===== src/rtl/controle_pkg.sv =====
// Shared encodings for the multicycle RV32I controller and its datapath muxes.
package controle_pkg;

    // RV32I major opcodes (iInst[6:0])
    localparam logic [6:0] OpLoad   = 7'b0000011;
    localparam logic [6:0] OpStore  = 7'b0100011;
    localparam logic [6:0] OpR      = 7'b0110011;
    localparam logic [6:0] OpImm    = 7'b0010011;
    localparam logic [6:0] OpBranch = 7'b1100011;
    localparam logic [6:0] OpJal    = 7'b1101111;
    localparam logic [6:0] OpJalr   = 7'b1100111;
    localparam logic [6:0] OpLui    = 7'b0110111;
    localparam logic [6:0] OpAuipc  = 7'b0010111;

    // ALU operand A select
    localparam logic [1:0] SrcAPc    = 2'b00;
    localparam logic [1:0] SrcARegA  = 2'b01;
    localparam logic [1:0] SrcAOldPc = 2'b10;

    // ALU operand B select
    localparam logic [1:0] SrcBRegB = 2'b00;
    localparam logic [1:0] SrcBFour = 2'b01;
    localparam logic [1:0] SrcBImm  = 2'b10;

    // Register write-back select
    localparam logic [1:0] MemtoRegAluOut = 2'b00;
    localparam logic [1:0] MemtoRegMdr    = 2'b01;
    localparam logic [1:0] MemtoRegLink   = 2'b10;
    localparam logic [1:0] MemtoRegImm    = 2'b11;

    // Next-PC select
    localparam logic [1:0] PcSrcAlu     = 2'b00;
    localparam logic [1:0] PcSrcAluOut  = 2'b01;
    localparam logic [1:0] PcSrcAluClr0 = 2'b10;

    // ALU control class
    localparam logic [1:0] AluOpAdd    = 2'b00;
    localparam logic [1:0] AluOpBranch = 2'b01;
    localparam logic [1:0] AluOpRFunct = 2'b10;
    localparam logic [1:0] AluOpIFunct = 2'b11;

    typedef enum logic [5:0] {
        StFetch,
        StDecode,
        StMemAddr,
        StLwRd,
        StLwWb,
        StSwWr,
        StExecR,
        StExecI,
        StAluWb,
        StBranch,
        StJal,
        StJalr,
        StLui,
        StAuipc,
        StTrap
    } ctrlStateT;

    // States that hold on a memory handshake and are guarded by the wait timer
    function automatic logic isWaitState(input ctrlStateT s);
        return (s == StFetch) || (s == StLwRd) || (s == StSwWr);
    endfunction

endpackage


===== src/rtl/ctrl_wait_timer.sv =====
// Counts consecutive wait cycles of one memory access and flags the last allowed one.
module ctrl_wait_timer #(
    parameter int unsigned LIMIT = 16
) (
    input  logic iClk,
    input  logic iRst,
    input  logic iClear,
    input  logic iCountEn,
    output logic oExpired
);

    localparam int unsigned Width   = (LIMIT > 0) ? $clog2(LIMIT + 1) : 1;
    localparam bit          Enabled = (LIMIT != 0);
    localparam logic [Width-1:0] LastWait = Width'(LIMIT - 1);

    logic [Width-1:0] countQ;

    // Wait-cycle counter; saturates so an unlimited wait never wraps
    always_ff @(posedge iClk or posedge iRst) begin
        if (iRst) begin
            countQ <= '0;
        end else if (iClear) begin
            countQ <= '0;
        end else if (iCountEn && (countQ != '1)) begin
            countQ <= countQ + 1'b1;
        end
    end

    // This wait cycle would bring the count up to LIMIT
    always_comb begin
        oExpired = Enabled && iCountEn && (countQ == LastWait);
    end

endmodule


===== src/rtl/controle_mc_param.sv =====
// Multicycle RV32I control FSM with memory handshake, access timeout and illegal-opcode trap.
module controle_mc_param
    import controle_pkg::*;
#(
    parameter int unsigned MEM_HANDSHAKE = 1,
    parameter int unsigned MEM_TIMEOUT   = 16,
    parameter int unsigned EN_UPPER      = 1
) (
    input  logic        iClk,
    input  logic        iRst,
    input  logic [31:0] iInst,
    input  logic        iMemReady,
    output logic        oRegWrite,
    output logic [1:0]  oALUSrcA,
    output logic [1:0]  oALUSrcB,
    output logic        oMemRead,
    output logic        oMemWrite,
    output logic [1:0]  oMemtoReg,
    output logic        oIoD,
    output logic        oIRWrite,
    output logic        oPCWrite,
    output logic        oPCWriteCond,
    output logic [1:0]  oALUOp,
    output logic [1:0]  oPCSource,
    output logic        oIllegal,
    output logic        oMemFault,
    output logic        oRetire
);

    ctrlStateT   stateQ, stateD;
    logic        illegalQ, faultQ;
    logic        illegalSet, faultSet;
    logic        rdy, waiting, expired;
    logic [6:0]  opcode;
    logic        unusedInst;

    logic        regWrite, memRead, memWrite, ioD, irWrite, pcWrite, pcWriteCond, retire;
    logic [1:0]  aluSrcA, aluSrcB, memtoReg, aluOp, pcSource;

    assign opcode     = iInst[6:0];
    assign unusedInst = ^iInst[31:7];
    assign rdy        = (MEM_HANDSHAKE == 0) ? 1'b1 : iMemReady;

    // A memory state is stalling this cycle
    always_comb begin
        waiting = isWaitState(stateQ) && !rdy;
    end

    ctrl_wait_timer #(
        .LIMIT (MEM_TIMEOUT)
    ) uWaitTimer (
        .iClk     (iClk),
        .iRst     (iRst),
        .iClear   (stateD != stateQ),
        .iCountEn (waiting),
        .oExpired (expired)
    );

    // State register and sticky trap flags
    always_ff @(posedge iClk or posedge iRst) begin
        if (iRst) begin
            stateQ   <= StFetch;
            illegalQ <= 1'b0;
            faultQ   <= 1'b0;
        end else begin
            stateQ <= stateD;
            if (illegalSet) illegalQ <= 1'b1;
            if (faultSet)   faultQ   <= 1'b1;
        end
    end

    // Next state and Moore decode (rdy-qualified write enables in memory states)
    always_comb begin
        stateD      = stateQ;
        illegalSet  = 1'b0;
        faultSet    = 1'b0;
        regWrite    = 1'b0;
        memRead     = 1'b0;
        memWrite    = 1'b0;
        ioD         = 1'b0;
        irWrite     = 1'b0;
        pcWrite     = 1'b0;
        pcWriteCond = 1'b0;
        retire      = 1'b0;
        aluSrcA     = SrcAPc;
        aluSrcB     = SrcBRegB;
        memtoReg    = MemtoRegAluOut;
        aluOp       = AluOpAdd;
        pcSource    = PcSrcAlu;

        unique case (stateQ)
            StFetch: begin
                aluSrcB = SrcBFour;
                memRead = 1'b1;
                irWrite = rdy;
                pcWrite = rdy;
                if (rdy) stateD = StDecode;
            end
            StDecode: begin
                // Speculative branch/jump target: ALUOut <= OldPC + imm
                aluSrcA = SrcAOldPc;
                aluSrcB = SrcBImm;
                case (opcode)
                    OpLoad, OpStore: stateD = StMemAddr;
                    OpR:             stateD = StExecR;
                    OpImm:           stateD = StExecI;
                    OpBranch:        stateD = StBranch;
                    OpJal:           stateD = StJal;
                    OpJalr:          stateD = StJalr;
                    OpLui:           stateD = (EN_UPPER != 0) ? StLui : StTrap;
                    OpAuipc:         stateD = (EN_UPPER != 0) ? StAuipc : StTrap;
                    default:         stateD = StTrap;
                endcase
                illegalSet = (stateD == StTrap);
            end
            StMemAddr: begin
                aluSrcA = SrcARegA;
                aluSrcB = SrcBImm;
                stateD  = (opcode == OpStore) ? StSwWr : StLwRd;
            end
            StLwRd: begin
                memRead = 1'b1;
                ioD     = 1'b1;
                if (rdy) stateD = StLwWb;
            end
            StLwWb: begin
                regWrite = 1'b1;
                memtoReg = MemtoRegMdr;
                retire   = 1'b1;
                stateD   = StFetch;
            end
            StSwWr: begin
                memWrite = 1'b1;
                ioD      = 1'b1;
                if (rdy) begin
                    retire = 1'b1;
                    stateD = StFetch;
                end
            end
            StExecR: begin
                aluSrcA = SrcARegA;
                aluSrcB = SrcBRegB;
                aluOp   = AluOpRFunct;
                stateD  = StAluWb;
            end
            StExecI: begin
                aluSrcA = SrcARegA;
                aluSrcB = SrcBImm;
                aluOp   = AluOpIFunct;
                stateD  = StAluWb;
            end
            StAluWb: begin
                regWrite = 1'b1;
                retire   = 1'b1;
                stateD   = StFetch;
            end
            StBranch: begin
                aluSrcA     = SrcARegA;
                aluSrcB     = SrcBRegB;
                aluOp       = AluOpBranch;
                pcWriteCond = 1'b1;
                pcSource    = PcSrcAluOut;
                retire      = 1'b1;
                stateD      = StFetch;
            end
            StJal: begin
                regWrite = 1'b1;
                memtoReg = MemtoRegLink;
                pcWrite  = 1'b1;
                pcSource = PcSrcAluOut;
                retire   = 1'b1;
                stateD   = StFetch;
            end
            StJalr: begin
                // Link captures PC before the same-edge PC update
                aluSrcA  = SrcARegA;
                aluSrcB  = SrcBImm;
                pcWrite  = 1'b1;
                pcSource = PcSrcAluClr0;
                regWrite = 1'b1;
                memtoReg = MemtoRegLink;
                retire   = 1'b1;
                stateD   = StFetch;
            end
            StLui: begin
                regWrite = 1'b1;
                memtoReg = MemtoRegImm;
                retire   = 1'b1;
                stateD   = StFetch;
            end
            StAuipc: begin
                regWrite = 1'b1;
                memtoReg = MemtoRegAluOut;
                retire   = 1'b1;
                stateD   = StFetch;
            end
            StTrap: begin
                stateD = StTrap;
            end
            default: begin
                stateD = StTrap;
            end
        endcase

        // Last allowed wait cycle without rdy: abandon the access
        if (expired) begin
            stateD   = StTrap;
            faultSet = 1'b1;
        end
    end

    // Reset forces every output low immediately, including an in-flight MemWrite
    always_comb begin
        oRegWrite    = regWrite & ~iRst;
        oMemRead     = memRead & ~iRst;
        oMemWrite    = memWrite & ~iRst;
        oIoD         = ioD & ~iRst;
        oIRWrite     = irWrite & ~iRst;
        oPCWrite     = pcWrite & ~iRst;
        oPCWriteCond = pcWriteCond & ~iRst;
        oRetire      = retire & ~iRst;
        oALUSrcA     = iRst ? 2'b00 : aluSrcA;
        oALUSrcB     = iRst ? 2'b00 : aluSrcB;
        oMemtoReg    = iRst ? 2'b00 : memtoReg;
        oALUOp       = iRst ? 2'b00 : aluOp;
        oPCSource    = iRst ? 2'b00 : pcSource;
        oIllegal     = illegalQ & ~iRst;
        oMemFault    = faultQ & ~iRst;
    end

endmodule


===== config.mk =====
export PLATFORM = sky130hd
export DESIGN_NAME = controle_mc_param
export DESIGN_NICKNAME = d
export VERILOG_FILES = /design/src/rtl/controle_pkg.sv /design/src/rtl/ctrl_wait_timer.sv /design/src/rtl/controle_mc_param.sv
export SDC_FILE = /design/constraint.sdc
export NUM_CORES = 1
export LEC_CHECK = 0
export ABC_CLOCK_PERIOD_IN_PS = 2400
export CAP_MARGIN = 20
export CORE_UTILIZATION = 40
export CTS_BUF_LIST = sky130_fd_sc_hd__clkbuf_8
export CTS_CLUSTER_DIAMETER = 50
export DETAILED_ROUTE_END_ITERATION = 10
export PLACE_DENSITY_LB_ADDON = 0.25
export SLEW_MARGIN = 30
export SYNTH_ARGS = -nofsm -noshare
export SYNTH_HDL_FRONTEND = slang
export SYNTH_SLANG_ARGS = --single-unit

===== constraint.sdc =====
create_clock -name iClk -period 2.4 [get_ports iClk]
set_input_delay 0.6 -clock iClk [delete_from_list [all_inputs] [get_ports iClk]]
set_output_delay 0.6 -clock iClk [all_outputs]
set_load 0.05 [all_outputs]

==> run_results.csv, run 1 <==
group,metric,value,unit
run_status,status,"finished clean",
global_route,track_usage,23.2,%
routing,wl,3920,µm
critical_path,worst_path_max_delay_cell,"sky130_fd_sc_hd__clkdlybuf4s50_1",
critical_path,critical_path.max_fanout,5,
critical_path,timing_worst_setup_path_type,"input port to flip-flop",
sta,post-route-period-util,99.6,%
routing,drt_first_iter_violations,51,
routing,detail-route-antenna-nets,0,
sta,tns,0,ns
cells_and_area,share_of_post_route_cells_with_drive_strength_above_1,49.3,%
cts,cts_tree,"yes",
critical_path,cp_cell_sequence,"clkdlybuf4s50_1 -> nand3b_1 -> buf_4 -> o311ai_2 -> nand4_1 -> mux2_4 -> o211ai_4 -> nor4_2",
run,drv.max_cap_violation_count,0,
place,gp_congestion,0.791,
routing,vias_per_cell,5.39,
cells_and_area,layout.cells.non_filler,251,
routing,vias,1353,
cts,clk_root_buffer_cell,"sky130_fd_sc_hd__clkbuf_8",
floorplanning,io_pins,55,
critical_path,worst_setup_path_start_kind,"input port",
floorplanning,die_area,3540,µm²
synth,ys_seq_elements,13,
critical_path,cp_data_required_time,2.54,ns
cells_and_area,fin_util,72.1,%
floorplanning,row_count,20,
synth,syn-instance-count,148,
synth,netlist_area,1320,µm²
floorplanning,initial_core_util,42.7,%
cells_and_area,fin_nets,246,
critical_path,cp-end-kind,"flip-flop",
cells_and_area,most_frequent_cells_in_the_layout,"sky130_fd_sc_hd__buf_4, sky130_fd_sc_hd__buf_12, sky130_fd_sc_hd__nand2_1",
cts,h_tree_levels,1,
cts,cts.clk_slew.worst_paths,0.05,ns
synth,synth.avg_cell_area,8.94,µm²
cells_and_area,layout_commonest_cell,"sky130_fd_sc_hd__buf_4",
synth,post_synth_arst_share,100,%
global_route,antenna_found_initial,0,
sta,layout_min_cycle_time,2.39,ns
place,placement.io_buffers,29,
synth,synth-edff-count,0,
synth,number_of_distinct_library_cells_after_synthesis,52,
power,vdd_drop_max,0.318,mV
floorplanning,fp.coreArea,3100,µm²
global_route,grt_start_max_net_pins,19,
sta,unrepaired_setup_endpoints_after_global_routing,"yes",
sta,achievable-frequency,418,MHz
sta,drv_slew,0,
critical_path,timing.critical_path.slowest_cell_delay,0.42,ns
global_route,grt_pass1_vias,1320,
floorplanning,floorplan.die.width,59.5,µm
cts,clock_sinks,13,
global_route,overflow,0,
power,p_leak,0.925,nW
global_route,grt_pass1_wl,6220,µm
routing,wire_per_inst,15.6,µm
sta,timing.final.setup_violations,0,
power,areal_power_density_over_the_cells,218,nW/µm²
place,place.detailed.hpwl,2870,µm
sta,finalHoldViolations,0,
cells_and_area,insertedDiodeCount,0,
cts,numCtsBuffers,3,
floorplanning,chipHeight,59.5,µm
synth,synth.yosys.seq_area_share,24.6,%
worst_hold_path,timing.hold.worst.class,"flip-flop to flip-flop",
cts,clk-insertion-delay-late,0.24,ns
routing,dr.pass1.iters,4,
cells_and_area,area_growth,68.9,%
cells_and_area,nFillCells,228,
synth,postSynth.topFlopCell,"sky130_fd_sc_hd__dfrtp_1",
cts,maximum_buffer_depth_of_the_clock_tree,2,
sta,finClkSkew,0.000648,ns
routing,drt_drc_violations_left,0,
critical_path,crit_arrival,2.53,ns
synth,yosysWarnings,0,
place,placedCellCount,245,
-- routing by layer --
layer / part of all wire (%) / GRT usage [%]
met1: 45 / 32.5
met2: 49 / 37.7
met3: 4.6 / 2.40
met4: 1.9 / 6.98
met5: 0 / 0
-- what timing repair did --
item	4_1_cts	5_1_grt
buffers inserted	0	2
pin swaps	1	7
endpoints found under the setup margin	23	13
hold buffers	0	0
resized for setup	13	25
-- flip-flops by register name, summed over array words and instances (netlist names) --
name and cells:
stateQ 6, uWaitTimer.countQ 5, faultQ 1, illegalQ 1
-- synth_stat cells (2+ instances only) --
library cell / instances / area, µm²
sky130_fd_sc_hd__nor3b_1: 2 / 15.0
sky130_fd_sc_hd__nor2_1: 11 / 41.3
sky130_fd_sc_hd__buf_8: 3 / 45.0
sky130_fd_sc_hd__a211oi_1: 2 / 15.0
sky130_fd_sc_hd__mux2i_1: 3 / 30.0
sky130_fd_sc_hd__nor2b_1: 6 / 37.5
sky130_fd_sc_hd__nand4_1: 2 / 12.5
sky130_fd_sc_hd__and3_1: 4 / 25.0
sky130_fd_sc_hd__nand3b_1: 3 / 22.5
sky130_fd_sc_hd__xor2_2: 2 / 32.5
sky130_fd_sc_hd__nor4_4: 2 / 42.5
sky130_fd_sc_hd__inv_1: 6 / 22.5
sky130_fd_sc_hd__nor3_1: 8 / 40.0
sky130_fd_sc_hd__nand2_1: 15 / 56.3
sky130_fd_sc_hd__dfrtp_1: 13 / 325
sky130_fd_sc_hd__xor2_1: 2 / 17.5
sky130_fd_sc_hd__buf_6: 3 / 33.8
sky130_fd_sc_hd__ha_1: 3 / 37.5
sky130_fd_sc_hd__nor4_1: 5 / 31.3
sky130_fd_sc_hd__nand3_1: 5 / 25.0
sky130_fd_sc_hd__nand2b_1: 8 / 50.1
sky130_fd_sc_hd__a21oi_1: 9 / 45.0
sky130_fd_sc_hd__o21ai_0: 2 / 10.0
-- logic make-up after synthesis --
kind of cell	Yosys count	synth area share, %
DFF	13	24.6
xor gates and xnor gates	5	4.44
and+or+nand+nor	82	38.4
muxes	4	3.12
other	1	0.283
adders and majority gates	3	2.84
AOI/OAI and AO/OA	25	14.9
buffers and inverters	15	11.4
-- final timing paths --
| path | to | cells after the start | from | slack, ns |
|---|---|---|---|---|
| worst min register to register | faultQ | 1 | faultQ | 0.46 |
| min in group asynchronous | uWaitTimer.countQ[4] | 4 | iRst | 0.73 |
| worst max register to register | uWaitTimer.countQ[4] | 10 | uWaitTimer.countQ[0] | 0.10 |
| worst max-delay path | uWaitTimer.countQ[3] | 8 | iInst[3] | 0.009 |
| max in group asynchronous | stateQ[2] | 4 | iRst | 1.49 |
| worst min-delay path | faultQ | 1 | faultQ | 0.46 |
-- critical path: cells and delay by family --
family / cells / cell delay, ns
AND/OR/NAND/NOR: 3 / 0.73
buffers and inverters: 2 / 0.61
AO/OA/AOI/OAI: 2 / 0.34
multiplexers: 1 / 0.26
-- metrics by stage --
stage                     total power [mW]  setup WS [ns]  area, µm²  hold slack [ns]
after floorplan                      0.249         -0.470       1360            0.420
after global placement               0.292         -0.234       2010            0.441
after detailed placement             0.295         -0.306       2010            0.453
after CTS                            0.482        -0.0221       2110            0.465
after global routing                 0.505        -0.0666       2240            0.471
final                                0.488        0.00919       2240            0.458
-- power by group --
group          internal, mW  total, mW  switching, mW
clock                 0.113      0.190         0.0771
sequential            0.221      0.225        0.00378
combinational        0.0367     0.0729         0.0363
-- layout make-up --
class | count | area, µm² | area share, %
Sequential cell | 13 | 330 | 14.8
Tap cell | 44 | 55.1 | 2.46
Clock inverter | 1 | 3.75 | 0.168
Timing Repair Buffer | 63 | 754 | 33.7
Clock buffer | 3 | 41.3 | 1.85
Inverter | 6 | 22.5 | 1.01
Multi-Input combinational cell | 121 | 1030 | 46.0
(Power assumes the default switching activity.)
==> run 2, diff against run 1 <==
--- a/config.mk
+++ b/config.mk
@@ -7,8 +7,7 @@
 export LEC_CHECK = 0
 export ABC_CLOCK_PERIOD_IN_PS = 2400
 export CAP_MARGIN = 20
-export CORE_UTILIZATION = 40
-export CTS_BUF_LIST = sky130_fd_sc_hd__clkbuf_8
+export CORE_UTILIZATION = 39
 export CTS_CLUSTER_DIAMETER = 50
 export DETAILED_ROUTE_END_ITERATION = 10
 export PLACE_DENSITY_LB_ADDON = 0.25
==> run 2 against run 1 <==
Against the previous run: first-iteration DRC count decreased by 41%; clock skew rose by 0.0091 ns; sequential share of layout area increased by 0.53 points; clock-buffer cell count stayed put; via count shrank 2.4%; flip-flop and latch count stayed put; final cell count decreased by 1.6%; critical path type is now flip-flop to output pin; critical endpoint is now oIoD; highest routed layer unchanged.
==> run_results.csv, run 2 (synthesis gave the netlist of run 1 again) <==
group,metric,value,unit
sta,post-route-period-util,98.2,%
place,place.detailed.hpwl,2530,µm
critical_path,crit_arrival,1.76,ns
floorplanning,row_count,20,
cells_and_area,insertedDiodeCount,0,
power,share_clk_of_total_power,32.0,%
cells_and_area,share_of_post_route_cells_with_drive_strength_above_1,49.3,%
power,vdd_drop_max,0.208,mV
power,internal_power,315,µW
critical_path,cp_data_required_time,1.80,ns
routing,wl,3640,µm
sta,tns,0,ns
routing,detail-route-antenna-nets,0,
cts,cts.hold.buffers_added,0,
critical_path,startpoint,"stateQ[3]",
run,drv.max_cap_violation_count,0,
sta,finalHoldViolations,0,
routing,vias_per_cell,5.35,
global_route,antenna_found_initial,0,
critical_path,critical_path.max_fanout,18,
cts,clock_sinks,13,
global_route,grt_pass1_wl,5310,µm
cts,clk-insertion-delay-late,0.29,ns
power,areal_power_density_over_the_cells,195,nW/µm²
cells_and_area,largest_register_ffs,6,
run_status,status,"finished clean",
sta,drv_slew,0,
floorplanning,fp.coreArea,3130,µm²
routing,drt_first_iter_violations,30,
floorplanning,floorplan.die.width,60.3,µm
worst_hold_path,worstHoldStart,"faultQ",
power,total_power,427,µW
cells_and_area,area_growth,65.5,%
routing,dr.pass1.iters,4,
cells_and_area,fin_nets,242,
floorplanning,io_pins,55,
power,combinational_fraction_of_design_power,15.3,%
power,switching_share,26.1,%
worst_hold_path,timing.hold.worst.class,"flip-flop to flip-flop",
cells_and_area,biggestRegsByFlops,"stateQ x6, uWaitTimer.countQ x5",
routing,wire_per_inst,14.8,µm
critical_path,worst_setup_path_start_kind,"flip-flop",
sta,timing.final.setup_violations,0,
sta,hold_ws,0.460,ns
global_route,track_usage,19.4,%
routing,vias,1321,
cells_and_area,layout_commonest_cell,"sky130_fd_sc_hd__buf_4",
cts,maximum_buffer_depth_of_the_clock_tree,2,
sta,finClkSkew,0.00975,ns
global_route,grt_pass1_vias,1235,
sta,layout_min_cycle_time,2.36,ns
global_route,grt_start_max_net_pins,19,
critical_path,cp_cell_sequence,"or3_1 -> nor3_2 -> buf_12",
cells_and_area,largest_register,"stateQ",
critical_path,cp-end-kind,"output pin",
floorplanning,initial_core_util,42.3,%
global_route,overflow,0,
cts,clk_root_buffer_cell,"sky130_fd_sc_hd__clkbuf_4",
sta,achievable-frequency,424,MHz
critical_path,timing.critical_path.slowest_cell_delay,0.55,ns
cells_and_area,most_frequent_cells_in_the_layout,"sky130_fd_sc_hd__buf_4, sky130_fd_sc_hd__buf_12, sky130_fd_sc_hd__nand2_1",
place,placement.io_buffers,29,
cts,h_tree_levels,1,
cts,numCtsBuffers,3,
floorplanning,chipHeight,60.3,µm
place,gp_congestion,0.888,
floorplanning,die_area,3630,µm²
critical_path,worst_path_max_delay_cell,"sky130_fd_sc_hd__dfrtp_2",
power,switching_pwr,112,µW
routing,drt_drc_violations_left,0,
sta,unrepaired_setup_endpoints_after_global_routing,"yes",
critical_path,r2r-start,"uWaitTimer.countQ[0]",
cts,cts_tree,"yes",
critical_path,timing_worst_setup_path_type,"flip-flop to output pin",
cts,cts.clk_slew.worst_paths,0.08,ns
power,seq_power_share,52.6,%
power,p_leak,0.849,nW
==> run 2: what timing repair did <==
item | CTS | global route
resized for setup | 11 | 26
gates cloned | 0 | 0
buffers inserted | 0 | 5
pin swaps | 0 | 9
endpoints found under the setup margin | 22 | 16
==> run 2: power by group through the flow <==
| stage | clock network [mW] | registers, mW | logic (mW) |
|---|---|---|---|
| after floorplan | 0 | 0.227 | 0.0217 |
| after global placement | 0 | 0.228 | 0.0584 |
| after detailed placement | 0 | 0.228 | 0.0605 |
| after CTS | 0.141 | 0.224 | 0.0619 |
| after global routing | 0.147 | 0.225 | 0.0710 |
| final | 0.137 | 0.225 | 0.0655 |
==> run 2: worst max-delay path, delay by kind of cell (launching register included) <==
kind,cells,cell delay [ns]
buffers and inverters,1,0.17
flip-flops,1,0.55
AND/OR/NAND/NOR,2,0.74
==> run 2: layout make-up <==
class / instances / area, µm²
sequential: 13 / 335
tap: 44 / 55.1
clock inverter: 1 / 5.00
fill: 218 / 937
multi-input combinational: 121 / 1040
inverter: 6 / 22.5
clock buffer: 3 / 22.5
timing repair buffer: 59 / 714
==> run 2: per-stage QoR <==
step	worst slack (ns)	cells	util (%)	instance area (µm²)
6_report	0.0421	247	70.0	2190
5_1_grt	-0.0698	247	70.0	2190
4_1_cts	-0.0485	242	64.9	2030
3_5_place_dp	-0.329	238	62.7	1960
3_3_place_gp	-0.269	238	62.7	1960
2_1_floorplan	-0.470	149	-	1360
==> run 2: worst paths after layout <==
check / cells past startpoint / to / slack (ns)
setup / recovery: 3 / oIoD / 0.04
setup reg to reg: 10 / uWaitTimer.countQ[1] / 0.08
max in group asynchronous: 3 / stateQ[2] / 1.68
hold / removal: 1 / faultQ / 0.46
min in group asynchronous: 3 / stateQ[0] / 0.53
hold reg to reg: 1 / faultQ / 0.46
==> run 2: metal layers <==
layer,up-vias,track usage (%),wire length (µm)
li1,640,-,-
met1,642,24.5,1430
met2,32,33.1,2070
met3,7,0.649,75
met4,0,10.6,74
met5,-,0,0
==> run 3, diff against run 2 <==
--- a/config.mk
+++ b/config.mk
@@ -10,7 +10,7 @@
 export CORE_UTILIZATION = 39
 export CTS_CLUSTER_DIAMETER = 50
 export DETAILED_ROUTE_END_ITERATION = 10
-export PLACE_DENSITY_LB_ADDON = 0.25
+export PLACE_DENSITY_LB_ADDON = 0.1
 export SLEW_MARGIN = 30
 export SYNTH_ARGS = -nofsm -noshare
 export SYNTH_HDL_FRONTEND = slang
==> run 3 against run 2 <==
Against the previous run: flip-flop and latch count unchanged; wire length rose by 2.9%; global-route usage increased by 1.6 points; combinational power grew 1%; first-iteration DRC count rose by 73%; critical path type is now flip-flop to flip-flop; critical endpoint is now uWaitTimer.countQ[3]; largest power group unchanged; highest routed layer unchanged.
==> run_results.csv, run 3 (synthesis gave the netlist of run 1 again) <==
group,metric,value,unit
routing,wl,3750,µm
routing,vias_per_cell,5.29,
critical_path,reg2reg_setup_slack,0.01,ns
cells_and_area,insertedDiodeCount,0,
routing,drt_drc_violations_left,0,
power,p_leak,0.892,nW
critical_path,worst_setup_path_start_kind,"flip-flop",
sta,finClkSkew,0.00351,ns
power,share_clk_of_total_power,31.7,%
global_route,grt_start_max_net_pins,19,
cts,cts.clk_slew.worst_paths,0.08,ns
cts,numCtsBuffers,3,
sta,unrepaired_setup_endpoints_after_global_routing,"yes",
cells_and_area,seq_area,332,µm²
sta,layout_min_cycle_time,2.39,ns
floorplanning,row_count,20,
place,gp_congestion,0.872,
cells_and_area,biggestRegsByFlops,"stateQ x6, uWaitTimer.countQ x5",
sta,finalHoldViolations,0,
power,switching_share,24.9,%
routing,wire_per_inst,14.8,µm
power,areal_power_density_over_the_cells,195,nW/µm²
cts,clk_root_buffer_cell,"sky130_fd_sc_hd__clkbuf_4",
global_route,antenna_found_initial,0,
run,drv.max_cap_violation_count,0,
critical_path,cp_data_required_time,2.57,ns
cts,cts_tree,"yes",
cells_and_area,fin_area,2180,µm²
global_route,grt_pass1_wl,5680,µm
floorplanning,fp.coreArea,3130,µm²
cells_and_area,fin_nets,248,
sta,post-route-period-util,99.5,%
cells_and_area,nFillCells,251,
critical_path,timing.reg2reg.worst_path_depth,9,
routing,detail-route-antenna-nets,0,
global_route,global_route.usage.met1,28.5,%
global_route,grt_pass1_vias,1245,
sta,hold_ws,0.457,ns
sta,drv_slew,0,
worst_hold_path,timing.hold.worst.class,"flip-flop to flip-flop",
routing,drt_first_iter_violations,52,
critical_path,worstReg2RegEnd,"uWaitTimer.countQ[3]",
floorplanning,die_area,3630,µm²
power,internal_power,319,µW
global_route,overflow,0,
power,seq_power_share,52.7,%
power,switching_pwr,106,µW
critical_path,crit_arrival,2.56,ns
critical_path,timing.critical_path.slowest_cell_delay,0.41,ns
global_route,global_route.usage.met3,0.866,%
cts,clock_sinks,13,
power,vdd_drop_max,0.277,mV
cells_and_area,largest_register_ffs,6,
cts,h_tree_levels,1,
routing,dr.pass1.iters,4,
critical_path,cp-end-kind,"flip-flop",
power,total_power,425,µW
critical_path,startpoint,"uWaitTimer.countQ[0]",
floorplanning,chipHeight,60.3,µm
cells_and_area,largest_register,"stateQ",
cells_and_area,area_growth,65.0,%
critical_path,timing_worst_setup_path_type,"flip-flop to flip-flop",
critical_path,critical_path.max_fanout,5,
place,place.detailed.hpwl,2720,µm
power,combinational_fraction_of_design_power,15.6,%
cells_and_area,most_frequent_cells_in_the_layout,"sky130_fd_sc_hd__buf_4, sky130_fd_sc_hd__buf_12, sky130_fd_sc_hd__nand2_1",
cells_and_area,share_of_post_route_cells_with_drive_strength_above_1,45.9,%
floorplanning,initial_core_util,42.3,%
cts,clk-insertion-delay-late,0.28,ns
critical_path,cp_cell_sequence,"ha_1 -> and3_1 -> ha_2 -> and4bb_1 -> a22oi_4 -> nand4_1 -> mux2_4 -> o211ai_4 -> nor4_1",
cells_and_area,layout_commonest_cell,"sky130_fd_sc_hd__buf_4",
place,placedCellCount,242,
sta,timing.final.setup_violations,0,
sta,achievable-frequency,419,MHz
critical_path,worst_path_max_delay_cell,"sky130_fd_sc_hd__dfrtp_1",
sta,tns,0,ns
global_route,global_route.peak_usage_layer,"met2",
run_status,status,"finished clean",
place,placed_area,1990,µm²
cells_and_area,layout.cells.non_filler,253,
place,placement.io_buffers,29,
cts,maximum_buffer_depth_of_the_clock_tree,2,
global_route,track_usage,21.0,%
routing,vias,1339,
critical_path,endpoint,"uWaitTimer.countQ[3]",
global_route,gr-usage-met2,35.5,%
cells_and_area,multi_input_comb_area,987,µm²
floorplanning,io_pins,55,
critical_path,r2r-start,"uWaitTimer.countQ[0]",
floorplanning,floorplan.die.width,60.3,µm
worst_hold_path,hold-path-cell-count,1,
[run 3: area by class of cell]
class                   count  area share, %
repair buffers             65           34.9
well taps                  44           2.52
multi-input cells         121           45.2
clock buffers               4           1.20
inverters                   6           1.03
flip-flops and latches     13           15.2
[run 3: stage by stage]
stage / utilization, % / setup slack (ns)
5_1_grt: 69.8 / -0.0964
6_report: 69.8 / 0.0127
3_3_place_gp: 63.7 / -0.259
2_1_floorplan: - / -0.470
4_1_cts: 65.5 / -0.0126
3_5_place_dp: 63.7 / -0.283
[run 3: timing repair]
action	CTS	global route
pin swaps	4	9
setup buffers	0	7
endpoints found under the setup margin	22	15
gates resized for setup	10	18
hold buffers	0	0
cloned	0	0
[run 3: how the worst min path moves through the flow]
stage	from	slack, ns	to
2_1_floorplan	faultQ	0.42	faultQ
3_3_place_gp	faultQ	0.43	faultQ
3_5_place_dp	faultQ	0.44	faultQ
4_1_cts	faultQ	0.46	faultQ
5_1_grt	faultQ	0.50	faultQ
6_report	faultQ	0.46	faultQ
[run 3: worst max-delay path: cells and delay by family (launching register included)]
family	cells	cell delay (ns)
and+or+nand+nor	4	0.92
adders and majority gates	2	0.43
DFF	1	0.41
AOI/OAI and AO/OA	2	0.28
muxes	1	0.25
[run 3: routing by layer]
| metal | part of all wire [%] | vias up |
|---|---|---|
| met5 | 0 | - |
| met1 | 42 | 642 |
| met4 | 2.7 | 0 |
| met3 | 2.8 | 10 |
| li1 | - | 652 |
| met2 | 52 | 35 |
[run 3: power by group through the flow]
stage / clock (mW) / combinational, mW / sequential [mW]
after floorplan: 0 / 0.0217 / 0.227
after global placement: 0 / 0.0614 / 0.228
after detailed placement: 0 / 0.0625 / 0.228
after CTS: 0.139 / 0.0628 / 0.224
after global routing: 0.149 / 0.0722 / 0.225
final: 0.135 / 0.0663 / 0.224
